### config.mk
export PLATFORM = sky130hd
export DESIGN_NAME = pcie_rx_regs
export DESIGN_NICKNAME = d
export VERILOG_FILES = /design/src/rtl/pcie_rx_regs.sv
export SDC_FILE = /design/constraint.sdc
export NUM_CORES = 1
export LEC_CHECK = 0
export BUFFER_PORTS_ARGS = -buffer_cell sky130_fd_sc_hd__clkbuf_2
export CORE_MARGIN = 4
export CORE_UTILIZATION = 35
export DETAILED_ROUTE_END_ITERATION = 6
export HOLD_SLACK_MARGIN = 0.15
export SYNTH_ARGS = -nofsm -noshare
export SYNTH_HDL_FRONTEND = slang
export SYNTH_SLANG_ARGS = --single-unit
### constraint.sdc
create_clock -name clk -period 3.6 [get_ports clk]
set_input_delay 0.18 -clock clk [delete_from_list [all_inputs] [get_ports clk]]
set_output_delay 0.18 -clock clk [all_outputs]
set_load 0.005 [all_outputs]
### src/rtl/pcie_rx_regs.sv
// -----------------------------------------------------------------------------
// pcie_rx_regs
//
// Receive-side TLP consumer for the 16-bit VC0 receive interface of the PCIe x1
// core. Memory-write TLPs aimed at BAR0 that carry exactly one DW with a 3DW
// header are applied, byte by byte under the first-BE mask, to one of four
// 32-bit registers selected by address[3:2]. Every memory-write TLP that ends
// normally returns one posted-header credit and ceil(length/4) posted-data
// credits, whether or not it was applied.
//
// Word layout seen on rx_data (index 0 is the rx_st word):
//   w0[14:8] {fmt,type}   w1[9:0] length   w3[7:4] last BE, w3[3:0] first BE
//   w4/w5    address      w6/w7   data DW0 (first transmitted byte on [15:8])
//
// Ports
//   clk          125 MHz core clock, all logic on its rising edge
//   rstn         asynchronous active-low reset
//   rx_data      TLP word
//   rx_st        first word of a TLP
//   rx_end       last word of a TLP
//   rx_bar_hit   BAR hit vector, sampled with rx_st (bit 0 = BAR0)
//   ph_processed one-cycle pulse, one posted-header credit
//   pd_processed one-cycle pulse, pd_num posted-data credits
//   pd_num       data credit count while pd_processed, else 0 (0 encodes 256)
//   reg0..reg3   register contents (reg0 = gpio_a, reg1 = gpio_b)
//   wr_strobe    one-cycle pulse when a register write commits
// -----------------------------------------------------------------------------
module pcie_rx_regs #(
    parameter logic [31:0] RST_R0 = 32'hFFFF_FFFE,
    parameter logic [31:0] RST_R1 = 32'hFFFF_FFFE,
    parameter logic [31:0] RST_R2 = 32'h0000_0000,
    parameter logic [31:0] RST_R3 = 32'h0000_0000
) (
    input  logic        clk,
    input  logic        rstn,
    input  logic [15:0] rx_data,
    input  logic        rx_st,
    input  logic        rx_end,
    input  logic [6:0]  rx_bar_hit,
    output logic        ph_processed,
    output logic        pd_processed,
    output logic [7:0]  pd_num,
    output logic [31:0] reg0,
    output logic [31:0] reg1,
    output logic [31:0] reg2,
    output logic [31:0] reg3,
    output logic        wr_strobe
);

    typedef enum logic [1:0] {
        S_IDLE = 2'd0,
        S_HDR  = 2'd1,
        S_DATA = 2'd2,
        S_DROP = 2'd3
    } state_t;

    localparam logic [31:0] RST_VAL [4] = '{RST_R0, RST_R1, RST_R2, RST_R3};

    // Word index saturates here; only indices 0..7 matter for decoding and
    // long TLPs simply stay parked at this value until rx_end.
    localparam logic [3:0] IDX_SAT = 4'd8;

    // -------------------------------------------------------------------------
    // Parser state
    // -------------------------------------------------------------------------
    state_t      state_reg;
    logic [3:0]  idx_reg;        // index of the word arriving this cycle
    logic        bar0_reg;       // BAR0 hit latched at rx_st
    logic        is_mwr_reg;     // TLP is a memory write (fmt[1]=1, type=0)
    logic [9:0]  len_reg;
    logic        len_seen_reg;
    logic [3:0]  fbe_reg;
    logic [3:0]  lbe_reg;
    logic [1:0]  addr_reg;       // address[3:2], selects the register
    logic [15:0] data_lo_reg;    // w6, held until w7 completes the DW

    logic        ph_reg;
    logic        pd_reg;
    logic [7:0]  pd_num_reg;
    logic        wr_strobe_reg;

    // -------------------------------------------------------------------------
    // Decode of the current word
    // -------------------------------------------------------------------------
    logic        st_is_mwr;      // rx_st word classifies as a memory write
    logic        st_is_3dw_mwr;  // ... and has a 3DW header with data
    logic        hdr_ok;         // single-DW, BAR0, first BE set, no last BE
    logic [9:0]  len_now;        // length including the word on the bus now
    logic        len_known;
    logic [7:0]  credit_num;
    logic        credit_now;     // TLP ends this cycle and returns credits
    logic        commit_now;     // TLP ends at w7 with a decodable write
    logic [31:0] commit_data;

    always_comb begin
        st_is_mwr     = rx_data[14] && (rx_data[12:8] == 5'b00000);
        st_is_3dw_mwr = st_is_mwr && (rx_data[14:13] == 2'b10);

        hdr_ok = is_mwr_reg && bar0_reg && (len_reg == 10'd1) &&
                 (fbe_reg != 4'h0) && (lbe_reg == 4'h0);

        // A TLP that ends on w1 has still delivered its length field.
        if (idx_reg == 4'd1) begin
            len_now   = rx_data[9:0];
            len_known = 1'b1;
        end else begin
            len_now   = len_reg;
            len_known = len_seen_reg;
        end

        // ceil(length/4). Length 0 means 1024 DW: (0+3)>>2 = 0, and lengths
        // 1021..1023 give 256 which also truncates to 0, the core's code for
        // 256 credits.
        if (len_known) begin
            credit_num = 8'((11'(len_now) + 11'd3) >> 2);
        end else begin
            credit_num = 8'd1;
        end

        // A new rx_st abandons whatever is in flight without credits.
        credit_now = (state_reg != S_IDLE) && rx_end && !rx_st && is_mwr_reg;
        commit_now = (state_reg == S_DATA) && (idx_reg == 4'd7) && rx_end && !rx_st;

        // Byte 0 of the DW is the first transmitted byte (w6[15:8]).
        commit_data = {rx_data[7:0], rx_data[15:8],
                       data_lo_reg[7:0], data_lo_reg[15:8]};
    end

    // -------------------------------------------------------------------------
    // FSM, header capture and registered pulse outputs
    // -------------------------------------------------------------------------
    always_ff @(posedge clk or negedge rstn) begin
        if (!rstn) begin
            state_reg     <= S_IDLE;
            idx_reg       <= 4'd0;
            bar0_reg      <= 1'b0;
            is_mwr_reg    <= 1'b0;
            len_reg       <= 10'd0;
            len_seen_reg  <= 1'b0;
            fbe_reg       <= 4'h0;
            lbe_reg       <= 4'h0;
            addr_reg      <= 2'd0;
            data_lo_reg   <= 16'h0000;
            ph_reg        <= 1'b0;
            pd_reg        <= 1'b0;
            pd_num_reg    <= 8'd0;
            wr_strobe_reg <= 1'b0;
        end else begin
            ph_reg        <= credit_now;
            pd_reg        <= credit_now;
            pd_num_reg    <= credit_now ? credit_num : 8'd0;
            wr_strobe_reg <= commit_now;

            if (state_reg != S_IDLE) begin
                if (idx_reg != IDX_SAT) begin
                    idx_reg <= idx_reg + 4'd1;
                end
                case (idx_reg)
                    4'd1: begin
                        len_reg      <= rx_data[9:0];
                        len_seen_reg <= 1'b1;
                    end
                    4'd3: begin
                        lbe_reg <= rx_data[7:4];
                        fbe_reg <= rx_data[3:0];
                    end
                    4'd5: addr_reg    <= rx_data[3:2];
                    4'd6: data_lo_reg <= rx_data;
                    default: ;
                endcase
            end

            case (state_reg)
                S_IDLE: ;
                S_HDR: begin
                    if (rx_end) begin
                        state_reg <= S_IDLE;
                    end else if (idx_reg == 4'd5) begin
                        state_reg <= hdr_ok ? S_DATA : S_DROP;
                    end
                end
                S_DATA: begin
                    if (rx_end) begin
                        state_reg <= S_IDLE;
                    end else if (idx_reg == 4'd7) begin
                        // Payload longer than the single DW we accept.
                        state_reg <= S_DROP;
                    end
                end
                S_DROP: begin
                    if (rx_end) begin
                        state_reg <= S_IDLE;
                    end
                end
                default: state_reg <= S_IDLE;
            endcase

            // rx_st wins over everything above, from any state: the word on
            // the bus becomes w0 of a new TLP.
            if (rx_st) begin
                bar0_reg     <= rx_bar_hit[0];
                is_mwr_reg   <= st_is_mwr;
                len_seen_reg <= 1'b0;
                idx_reg      <= 4'd1;
                if (rx_end) begin
                    state_reg <= S_IDLE;
                end else if (st_is_3dw_mwr) begin
                    state_reg <= S_HDR;
                end else begin
                    // 4DW writes and non-writes can never commit; just wait
                    // for rx_end (credits still tracked through is_mwr_reg).
                    state_reg <= S_DROP;
                end
            end
        end
    end

    // -------------------------------------------------------------------------
    // Register bank: one flop group per register, byte-lane write enables
    // -------------------------------------------------------------------------
    logic [31:0] reg_val [4];

    genvar gi;
    generate
        for (gi = 0; gi < 4; gi++) begin : g_reg
            logic [31:0] r_reg;
            logic        sel;

            assign sel = commit_now && (addr_reg == 2'(gi));

            always_ff @(posedge clk or negedge rstn) begin
                if (!rstn) begin
                    r_reg <= RST_VAL[gi];
                end else if (sel) begin
                    for (int b = 0; b < 4; b++) begin
                        if (fbe_reg[b]) begin
                            r_reg[8*b +: 8] <= commit_data[8*b +: 8];
                        end
                    end
                end
            end

            assign reg_val[gi] = r_reg;
        end
    endgenerate

    // -------------------------------------------------------------------------
    // Outputs (all straight from flops)
    // -------------------------------------------------------------------------
    assign reg0         = reg_val[0];
    assign reg1         = reg_val[1];
    assign reg2         = reg_val[2];
    assign reg3         = reg_val[3];
    assign ph_processed = ph_reg;
    assign pd_processed = pd_reg;
    assign pd_num       = pd_num_reg;
    assign wr_strobe    = wr_strobe_reg;

    // Only BAR0 is decoded; the other hit bits are intentionally ignored.
    logic unused_bar_hits;
    assign unused_bar_hits = &{1'b0, rx_bar_hit[6:1]};

endmodule
==> flow_metrics.env, run 1 <==
export IMPL_run_status="completed"
export IMPL_area_delta_synth_final_pct=23.3
export IMPL_path_class="register to register"
export IMPL_drc=0
export IMPL_rr_endpoint="len_reg[1]"
export IMPL_placed_cell_area_mm2=0.00868
export IMPL_worstSkewPairLatency_ps=430
export IMPL_slew_headroom_pct=34.4
export IMPL_grt_max_degree=109
export IMPL_holdPathStages=2
export IMPL_p_comb_share_pct=12.3
export IMPL_synth_area_mm2=0.00760
export IMPL_synth_nets=541
export IMPL_powerDensity_mw_per_mm2=532
export IMPL_htreeDepth=4
export IMPL_rsz0062_at_grt="false"
export IMPL_cts_tree="yes"
export IMPL_ios=166
export IMPL_yosys_warnings=0
export IMPL_final_cell_area_mm2=0.00938
export IMPL_dp_slack_ps=985
export IMPL_cts_buffers=17
export IMPL_core_mm2=0.0212
export IMPL_grt_ovfl_total=0
export IMPL_mostFrequentLayoutCell="mux2_2"
export IMPL_multi_input_area_mm2=0.00282
export IMPL_finClkSkew_ps=12.5
export IMPL_syn_avg_cell_area_um2=14.9
export IMPL_yosys_cell_types_count=52
export IMPL_nNetsFinal=710
export IMPL_clockRootBuffer="clkbuf_16"
export IMPL_layout_common_cells="mux2_2, clkbuf_2, dfrtp_1, dfstp_2, clkbuf_16"
export IMPL_drt_pass1_iterations=4
export IMPL_setup_violations_final=0
export IMPL_seqCellArea_mm2=0.00466
export IMPL_num_vias=4825
export IMPL_whs_ps=162
export IMPL_drv_cap=0
export IMPL_hold_end="reg2[17]"
export IMPL_power_switching_w=0.00138
export IMPL_clock_path_buffers=2
export IMPL_worstPathArrival_ps=2930
export IMPL_die_h_um=155
export IMPL_routabilityCongestion=0.794
export IMPL_fin_util_pct=44.2
export IMPL_grt_pass1_wl_mm=29.4
export IMPL_finalCritPeriodShare_pct=72.9
export IMPL_wl_per_cell_um=19.1
export IMPL_path_clk_slew_ps=70
export IMPL_routed_wl_mm=18.5
export IMPL_cts_resized=0
export IMPL_peakVddDrop_v=0.000321
export IMPL_tns_ps=0
export IMPL_p_int_w=0.00361
export IMPL_hold_path_class="primary input to register"
export IMPL_final_max_slew_viol_count=0
export IMPL_async_flop_share_pct=100
export IMPL_viasPerCell=4.99
export IMPL_fillCellCount=1960
export IMPL_startpoint_type="register"
export IMPL_grt_util_all_layers_pct=15.7
export IMPL_die_w_um=155
export IMPL_post_route_min_period_ps=2630
export IMPL_cp_data_required_time_ps=3910
export IMPL_switching_share_pct=27.6
export IMPL_setup_slack_ps=975
export IMPL_num_rows=53
export IMPL_initial_core_util_pct=35.8
export IMPL_ys_seq_elements=183
export IMPL_crit_path_max_fanout=12
export IMPL_min_from="rx_data[9]"
export IMPL_seqPwrFrac_pct=50.9
export IMPL_detailed_place_hpwl_mm=13.1
export IMPL_ys_seq_area_share_pct=61.2
export IMPL_synth_edf_count=0
export IMPL_p_leak_nw=4.68
export IMPL_synth_main_ff_cell="dfrtp_1"
export IMPL_ant_nets=0
export IMPL_drt_iter0_drc=172
export IMPL_r2r_start="idx_reg[1]"
export IMPL_antenna_cells=0
export IMPL_r2r_cells=5
export IMPL_tightest_slew_ps=985
export IMPL_grt_pass1_vias=5153
export IMPL_clockPowerShare_pct=36.8
export IMPL_drive_gt1_share_pct=62.9
export IMPL_antenna_found_initial=0
export IMPL_synth_cells=510
export IMPL_cp_end_kind="register"
export IMPL_fp_dieArea_mm2=0.0242
export IMPL_hold_viol=0
export IMPL_r2r_setup_slack_ps=970
export IMPL_cts_num_sinks=183
export IMPL_cts_setup_buffers=0
export IMPL_port_buffers=159
export IMPL_max_clock_freq_mhz=381
## how the worst max path moves through the flow
stage                     depth (start not counted)  startpoint         end  slack [ps]
after detailed placement                          5  idx_reg[1]  len_reg[3]         980
after global placement                            5  idx_reg[1]  len_reg[6]        1080
final                                             5  idx_reg[1]  len_reg[1]         970
after CTS                                         5  idx_reg[1]  len_reg[1]         960
after floorplan                                   7  idx_reg[1]  len_reg[8]        1540
after global routing                              5  idx_reg[1]  len_reg[1]         810
## synth_stat cells, types with 4 or more instances
| master | n | area share [%] |
|---|---|---|
| dfrtp_1 | 121 | 40 |
| or4_1 | 5 | 0.49 |
| ha_1 | 4 | 0.66 |
| a211oi_1 | 5 | 0.49 |
| clkbuf_1 | 12 | 0.59 |
| nor3_1 | 7 | 0.46 |
| nand2_1 | 12 | 0.59 |
| o21ai_0 | 6 | 0.39 |
| nand4_2 | 4 | 0.66 |
| nor4_1 | 5 | 0.41 |
| buf_2 | 4 | 0.26 |
| mux2_2 | 164 | 24 |
| xnor2_1 | 4 | 0.46 |
| dfstp_2 | 62 | 21 |
| a21oi_1 | 6 | 0.39 |
| nand2_4 | 4 | 0.59 |
| inv_1 | 9 | 0.44 |
| nor2_1 | 12 | 0.59 |
| nand3_2 | 4 | 0.53 |
| and2_1 | 5 | 0.41 |
| buf_1 | 4 | 0.20 |
## final cells by class
cell class	instances	share of cell area (%)
multi-input combinational	296	30.1
clock inverter	10	1.15
clock buffer	22	5.06
sequential	183	49.7
timing repair buffer	171	9.94
inverter	10	0.400
tap	275	3.67
## repair_timing
item | in CTS | in global routing
hold buffers | 11 | 0
setup endpoints to repair | 0 | 0
endpoints found under the hold margin | 72 | 0
## routing by layer
| layer | share of wire (%) | vias up | wire length, µm | GRT usage (%) |
|---|---|---|---|---|
| met5 | 0 | - | 0 | 0 |
| met4 | 1.1 | 0 | 203 | 4.54 |
| met3 | 5.5 | 18 | 1030 | 4.01 |
| met2 | 51 | 126 | 9370 | 26.9 |
| met1 | 43 | 2498 | 7890 | 19.6 |
| li1 | - | 2183 | - | - |
## metrics by stage
step           power, W  cells
4_1_cts         0.00504    967
3_5_place_dp    0.00319    924
3_3_place_gp    0.00315    924
2_1_floorplan   0.00296    510
5_1_grt         0.00523    967
6_report        0.00499    967
## power groups by stage
stage / Sequential (W) / Clock, W / Combinational [W]
after floorplan: 0.00247 / 0 / 0.000490
after global placement: 0.00256 / 0 / 0.000590
after detailed placement: 0.00257 / 0 / 0.000613
after CTS: 0.00254 / 0.00187 / 0.000625
after global routing: 0.00258 / 0.00196 / 0.000685
final: 0.00254 / 0.00184 / 0.000614
## kinds of logic (layout without fill, tap and decap cells)
| kind of cell | after synthesis | after routing | share of synthesized area (%) |
|---|---|---|---|
| DFF | 183 | 183 | 61.2 |
| xor gates and xnor gates | 7 | 7 | 0.806 |
| and+or+nand+nor | 84 | 84 | 7.75 |
| buffers and inverters | 31 | 213 | 1.65 |
| AOI/OAI and AO/OA | 34 | 34 | 3.19 |
| muxes | 167 | 167 | 24.7 |
| adders and majority gates | 4 | 4 | 0.658 |
## critical path, cell delays in order (launching register included)
cell	delay, ps
dfrtp_1	420
inv_1	110
ha_1	240
or3b_1	540
nor2_1	780
mux2_2	410
No activity file was read; power rests on OpenSTA's default activity.
==> inputs of run 2 (changes only) <==
clock period = 2.26 ns   (was 3.6 ns; I/O delays follow)
==> run 2 against run 1 <==
Effect of this change: clock skew down 2.0 ps; core utilization up 1.1 points; register-to-register slack worse by 830 ps; first-iteration DRC count up 14%; design area up 2.4%; setup slack worse by 830 ps; critical endpoint is now pd_num[6]; final cell count up 2.5%; sequential power up 60%; total power up 63%.
==> flow_metrics.env, run 2 (synthesis gave the netlist of run 1 again) <==
export IMPL_run_status="completed"
export IMPL_tns_ps=0
export IMPL_worstSkewPairLatency_ps=430
export IMPL_num_vias=4966
export IMPL_slowest_delay_ps=560
export IMPL_viasPerCell=5.01
export IMPL_grt_ovfl_total=0
export IMPL_post_route_min_period_ps=2110
export IMPL_worst_path_buf_inv=1
export IMPL_detailed_place_hpwl_mm=13.7
export IMPL_cp_end_kind="register"
export IMPL_p_leak_nw=4.81
export IMPL_powerDensity_mw_per_mm2=846
export IMPL_die_h_um=155
export IMPL_slowest_stage="or4_1"
export IMPL_seqCellArea_mm2=0.00466
export IMPL_drt_iter0_drc=196
export IMPL_antenna_cells=0
export IMPL_cts_setup_buffers=0
export IMPL_final_max_slew_viol_count=0
export IMPL_fillCellCount=1963
export IMPL_cp_data_required_time_ps=2580
export IMPL_setup_slack_ps=147
export IMPL_grt_max_degree=59
export IMPL_power_switching_w=0.00221
export IMPL_peakVddDrop_v=0.000547
export IMPL_cp_top_family="simple AND/OR/NAND/NOR gates"
export IMPL_htreeDepth=4
export IMPL_dpl_cell_count=943
export IMPL_p_total_w=0.00812
export IMPL_cts_num_sinks=183
export IMPL_grt_pass1_vias=5359
export IMPL_finClkSkew_ps=10.5
export IMPL_path_clk_slew_ps=60
export IMPL_crit_path_max_fanout=5
export IMPL_cts_buffers=17
export IMPL_path_class="register to register"
export IMPL_layout_common_cells="mux2_2, clkbuf_2, dfrtp_1, dfstp_2"
export IMPL_tightest_slew_ps=562
export IMPL_port_buffers=159
export IMPL_p_comb_share_pct=12.9
export IMPL_mostFrequentLayoutCell="mux2_2"
export IMPL_dp_slack_ps=128
export IMPL_antenna_found_initial=0
export IMPL_num_rows=53
export IMPL_cts_tree="yes"
export IMPL_finalCritPeriodShare_pct=93.5
export IMPL_hold_viol=0
export IMPL_seqPwrFrac_pct=50.0
export IMPL_drc=0
export IMPL_p_int_w=0.00591
export IMPL_die_w_um=155
export IMPL_wl_per_cell_um=19.2
export IMPL_max_clock_freq_mhz=473
export IMPL_switching_share_pct=27.3
export IMPL_ant_nets=0
export IMPL_area_delta_synth_final_pct=26.3
export IMPL_grt_util_all_layers_pct=16.3
export IMPL_crit_chain="inv_1, ha_2, or3b_1, or4_1, o2111ai_1, a21bo_1"
export IMPL_routed_wl_mm=19.1
export IMPL_drt_pass1_iterations=4
export IMPL_drive_gt1_share_pct=63.4
export IMPL_clockRootBuffer="clkbuf_16"
export IMPL_clock_path_buffers=2
export IMPL_hold_path_class="primary input to register"
export IMPL_nNetsFinal=734
export IMPL_routabilityCongestion=0.811
export IMPL_multi_input_area_mm2=0.00283
export IMPL_startpoint_type="register"
export IMPL_final_cells=991
export IMPL_slew_headroom_pct=62.3
export IMPL_clockPowerShare_pct=37.2
export IMPL_grt_pass1_wl_mm=30.5
export IMPL_setup_violations_final=0
export IMPL_ios=166
export IMPL_worstPathArrival_ps=2430
export IMPL_drv_cap=0
export IMPL_initial_core_util_pct=35.8
export IMPL_fp_dieArea_mm2=0.0242
export IMPL_rsz0062_at_grt="false"
export IMPL_core_mm2=0.0212
[run 2: cell count changes in the layout (fill, tap and decap cells not counted), sizes merged]
| cell | before | now |
|---|---|---|
| buf | 2 | 21 |
| bufinv | 1 | 2 |
| clkbuf | 180 | 181 |
| clkinv | 1 | 2 |
| clkinvlp | 3 | 2 |
| dlygate4sd3 | 11 | 16 |
| inv | 15 | 13 |
[run 2: cell type report]
cell class,count,area share [%]
Clock buffer,23,4.99
Clock inverter,9,1.22
Inverter,10,0.391
Multi-Input combinational cell,296,29.5
Sequential cell,183,48.5
Tap cell,275,3.58
Timing Repair Buffer,195,11.8
[run 2: worst min-delay path, cell delays in order]
cell,delay (ps)
clkbuf_2,220
nand2_1,100
o21ai_0,80
[run 2: final timing paths]
path | slack [ps] | to | start | cells after the start
min in group asynchronous | 200 | len_reg[1] | rstn | 2
max | 150 | pd_num[6] | idx_reg[1] | 6
min | 150 | len_reg[7] | rx_data[7] | 3
max reg2reg | 150 | pd_num[6] | idx_reg[1] | 6
max in group asynchronous | 1320 | reg0[6] | rstn | 3
min reg2reg | 510 | reg2[22] | reg2[22] | 1
[run 2: power by group through the flow]
stage               clock network (W)  registers [W]  logic [W]
floorplan                           0        0.00394   0.000781
global placement                    0        0.00408   0.000988
detailed placement                  0        0.00411    0.00103
CTS                           0.00310        0.00406    0.00106
global route                  0.00323        0.00414    0.00116
finish                        0.00302        0.00406    0.00104
[run 2: routing by layer]
layer	track usage [%]	vias to the layer above	wire (µm)	share of wire (%)
met5	0	-	0	0
met4	5.13	0	295	1.5
met3	3.56	21	896	4.7
met2	27.1	136	9440	49
met1	21.4	2580	8440	44
li1	-	2229	-	-
[run 2: repair_timing]
item | 4_1_cts | 5_1_grt
setup endpoints to repair | 0 | 12
gates resized for setup | 0 | 2
hold endpoints to repair | 186 | 0
hold buffers | 16 | 0
[run 2: stage by stage]
step | hold slack, ps | utilization (%) | instance area (µm²)
2_1_floorplan | -183 | - | 7600
3_3_place_gp | 96.9 | 41.7 | 8840
3_5_place_dp | 99.1 | 41.7 | 8840
4_1_cts | 156 | 45.2 | 9600
5_1_grt | 154 | 45.3 | 9600
6_report | 150 | 45.3 | 9600
==> inputs of run 3 (changes only) <==
CORE_UTILIZATION = 49   (was 35)
PLACE_DENSITY = 0.76   (was default)
==> run 3 against run 2 <==
Effect of this change: clock-buffer cell count shrank 5; global-route usage grew 4.6 points; die area shrank 27%; hold slack gained 7.5 ps.
==> flow_metrics.env, run 3 (synthesis gave the netlist of run 1 again) <==
export IMPL_fp_dieArea_mm2=0.0176
export IMPL_startpoint_type="register"
export IMPL_htreeDepth=4
export IMPL_antenna_cells=0
export IMPL_cp_end_kind="register"
export IMPL_p_int_w=0.00575
export IMPL_routed_wl_mm=17.6
export IMPL_p_comb_share_pct=13.1
export IMPL_drive_gt1_share_pct=63.6
export IMPL_tns_ps=0
export IMPL_wl_met3_um=713
export IMPL_drt_pass1_iterations=4
export IMPL_num_vias=4973
export IMPL_mostFrequentLayoutCell="mux2_2"
export IMPL_slowest_stage="nor4b_2"
export IMPL_grt_pass1_wl_mm=29.0
export IMPL_hold_path_class="primary input to register"
export IMPL_die_w_um=133
export IMPL_seqPwrFrac_pct=50.8
export IMPL_die_h_um=133
export IMPL_setup_slack_ps=111
export IMPL_cts_tree="yes"
export IMPL_tightest_slew_ps=794
export IMPL_cts_buffers=17
export IMPL_wl_per_cell_um=19.5
export IMPL_finalCritPeriodShare_pct=95.1
export IMPL_m1WireLength_mm=7.59
export IMPL_crit_chain="ha_1, nand4bb_4, nor4b_2, nand2_1, mux2_2"
export IMPL_area_delta_synth_final_pct=24.9
export IMPL_core_mm2=0.0152
export IMPL_cts_num_sinks=183
export IMPL_routabilityCongestion=0.878
export IMPL_dr_wl_met2_mm=8.90
export IMPL_finClkSkew_ps=17.3
export IMPL_clock_path_buffers=2
export IMPL_dr_max_layer_used="met4"
export IMPL_run_status="completed"
export IMPL_grt_pass1_vias=5376
export IMPL_p_leak_nw=4.82
export IMPL_powerDensity_mw_per_mm2=842
export IMPL_viasPerCell=5.48
export IMPL_num_rows=45
export IMPL_post_route_min_period_ps=2150
export IMPL_slew_headroom_pct=46.8
export IMPL_worstPathArrival_ps=2460
export IMPL_drv_cap=0
export IMPL_rsz0062_at_grt="false"
export IMPL_switching_share_pct=28.0
export IMPL_grt_util_all_layers_pct=20.9
export IMPL_peakVddDrop_v=0.000507
export IMPL_setup_violations_final=0
export IMPL_layout_common_cells="mux2_2, clkbuf_2, dfrtp_1, dfstp_2, dlygate4sd3_1"
export IMPL_dp_slack_ps=93.9
export IMPL_drt_iter0_drc=235
export IMPL_drc=0
export IMPL_detailed_place_hpwl_mm=12.6
export IMPL_slowest_delay_ps=440
export IMPL_cp_data_required_time_ps=2580
export IMPL_power_switching_w=0.00224
export IMPL_port_buffers=159
export IMPL_clockRootBuffer="clkbuf_16"
export IMPL_path_clk_slew_ps=70
export IMPL_grt_ovfl_total=0
export IMPL_path_class="register to register"
export IMPL_ios=166
export IMPL_nNetsFinal=737
export IMPL_initial_core_util_pct=50.0
export IMPL_worstSkewPairLatency_ps=430
export IMPL_hold_viol=0
export IMPL_clockPowerShare_pct=36.1
export IMPL_antenna_found_initial=0
export IMPL_grt_max_degree=76
export IMPL_ant_nets=0
export IMPL_max_clock_freq_mhz=465
export IMPL_fillCellCount=1124
export IMPL_final_max_slew_viol_count=0
export IMPL_crit_path_max_fanout=8
-- run 3: power by group through the flow --
stage	combinational, W	sequential, W	clock, W
after global routing	0.00116	0.00412	0.00306
after CTS	0.00106	0.00405	0.00293
after detailed placement	0.00102	0.00411	0
after global placement	0.000974	0.00407	0
final	0.00105	0.00406	0.00288
after floorplan	0.000781	0.00394	0
-- run 3: area by class of cell --
type / instances / area [µm²] / share of cell area (%)
clock buffer: 18 / 439 / 4.62
multi-input combinational: 296 / 2830 / 29.7
inverter: 10 / 37.5 / 0.395
tap: 188 / 235 / 2.48
timing repair buffer: 198 / 1170 / 12.3
clock inverter: 14 / 136 / 1.44
sequential: 183 / 4660 / 49.0
-- run 3: worst max-delay path: cells and delay by family (launching register included) --
kind / cells / cell delay [ps]
simple gates: 3 / 1000
mux: 1 / 390
fa+ha+maj: 1 / 250
flops: 1 / 400
-- run 3: routing by layer --
metal,up-vias,GRT usage (%)
met4,0,8.08
met2,143,35.1
met1,2551,26.7
met3,34,4.52
met5,-,0
li1,2245,-
-- run 3: final timing paths --
kind | from | depth (start not counted) | slack, ps | to
worst min register to register | reg2[6] | 1 | 510 | reg2[6]
min in group asynchronous | rstn | 2 | 290 | reg3[28]
worst min-delay path | rx_data[2] | 2 | 160 | reg2[26]
max in group asynchronous | rstn | 3 | 1190 | reg1[8]
worst max-delay path | idx_reg[1] | 5 | 110 | reg2[18]
worst max register to register | idx_reg[1] | 5 | 110 | reg2[18]
-- run 3: stage by stage --
| step | hold WS [ps] | power, W | util [%] | cells | instance area (µm²) |
|---|---|---|---|---|---|
| floorplan | -183 | 0.00472 | - | 510 | 7600 |
| global placement | 174 | 0.00504 | 57.4 | 856 | 8730 |
| detailed placement | 185 | 0.00513 | 57.4 | 856 | 8730 |
| CTS | 152 | 0.00804 | 62.5 | 907 | 9500 |
| global route | 180 | 0.00834 | 62.5 | 907 | 9500 |
| finish | 157 | 0.00799 | 62.5 | 907 | 9500 |
-- run 3: repair_timing --
action,in CTS,in global routing
gates resized for setup,0,1
setup buffers,0,0
hold endpoints to repair,140,0
hold buffers,19,0
setup endpoints to repair,0,3
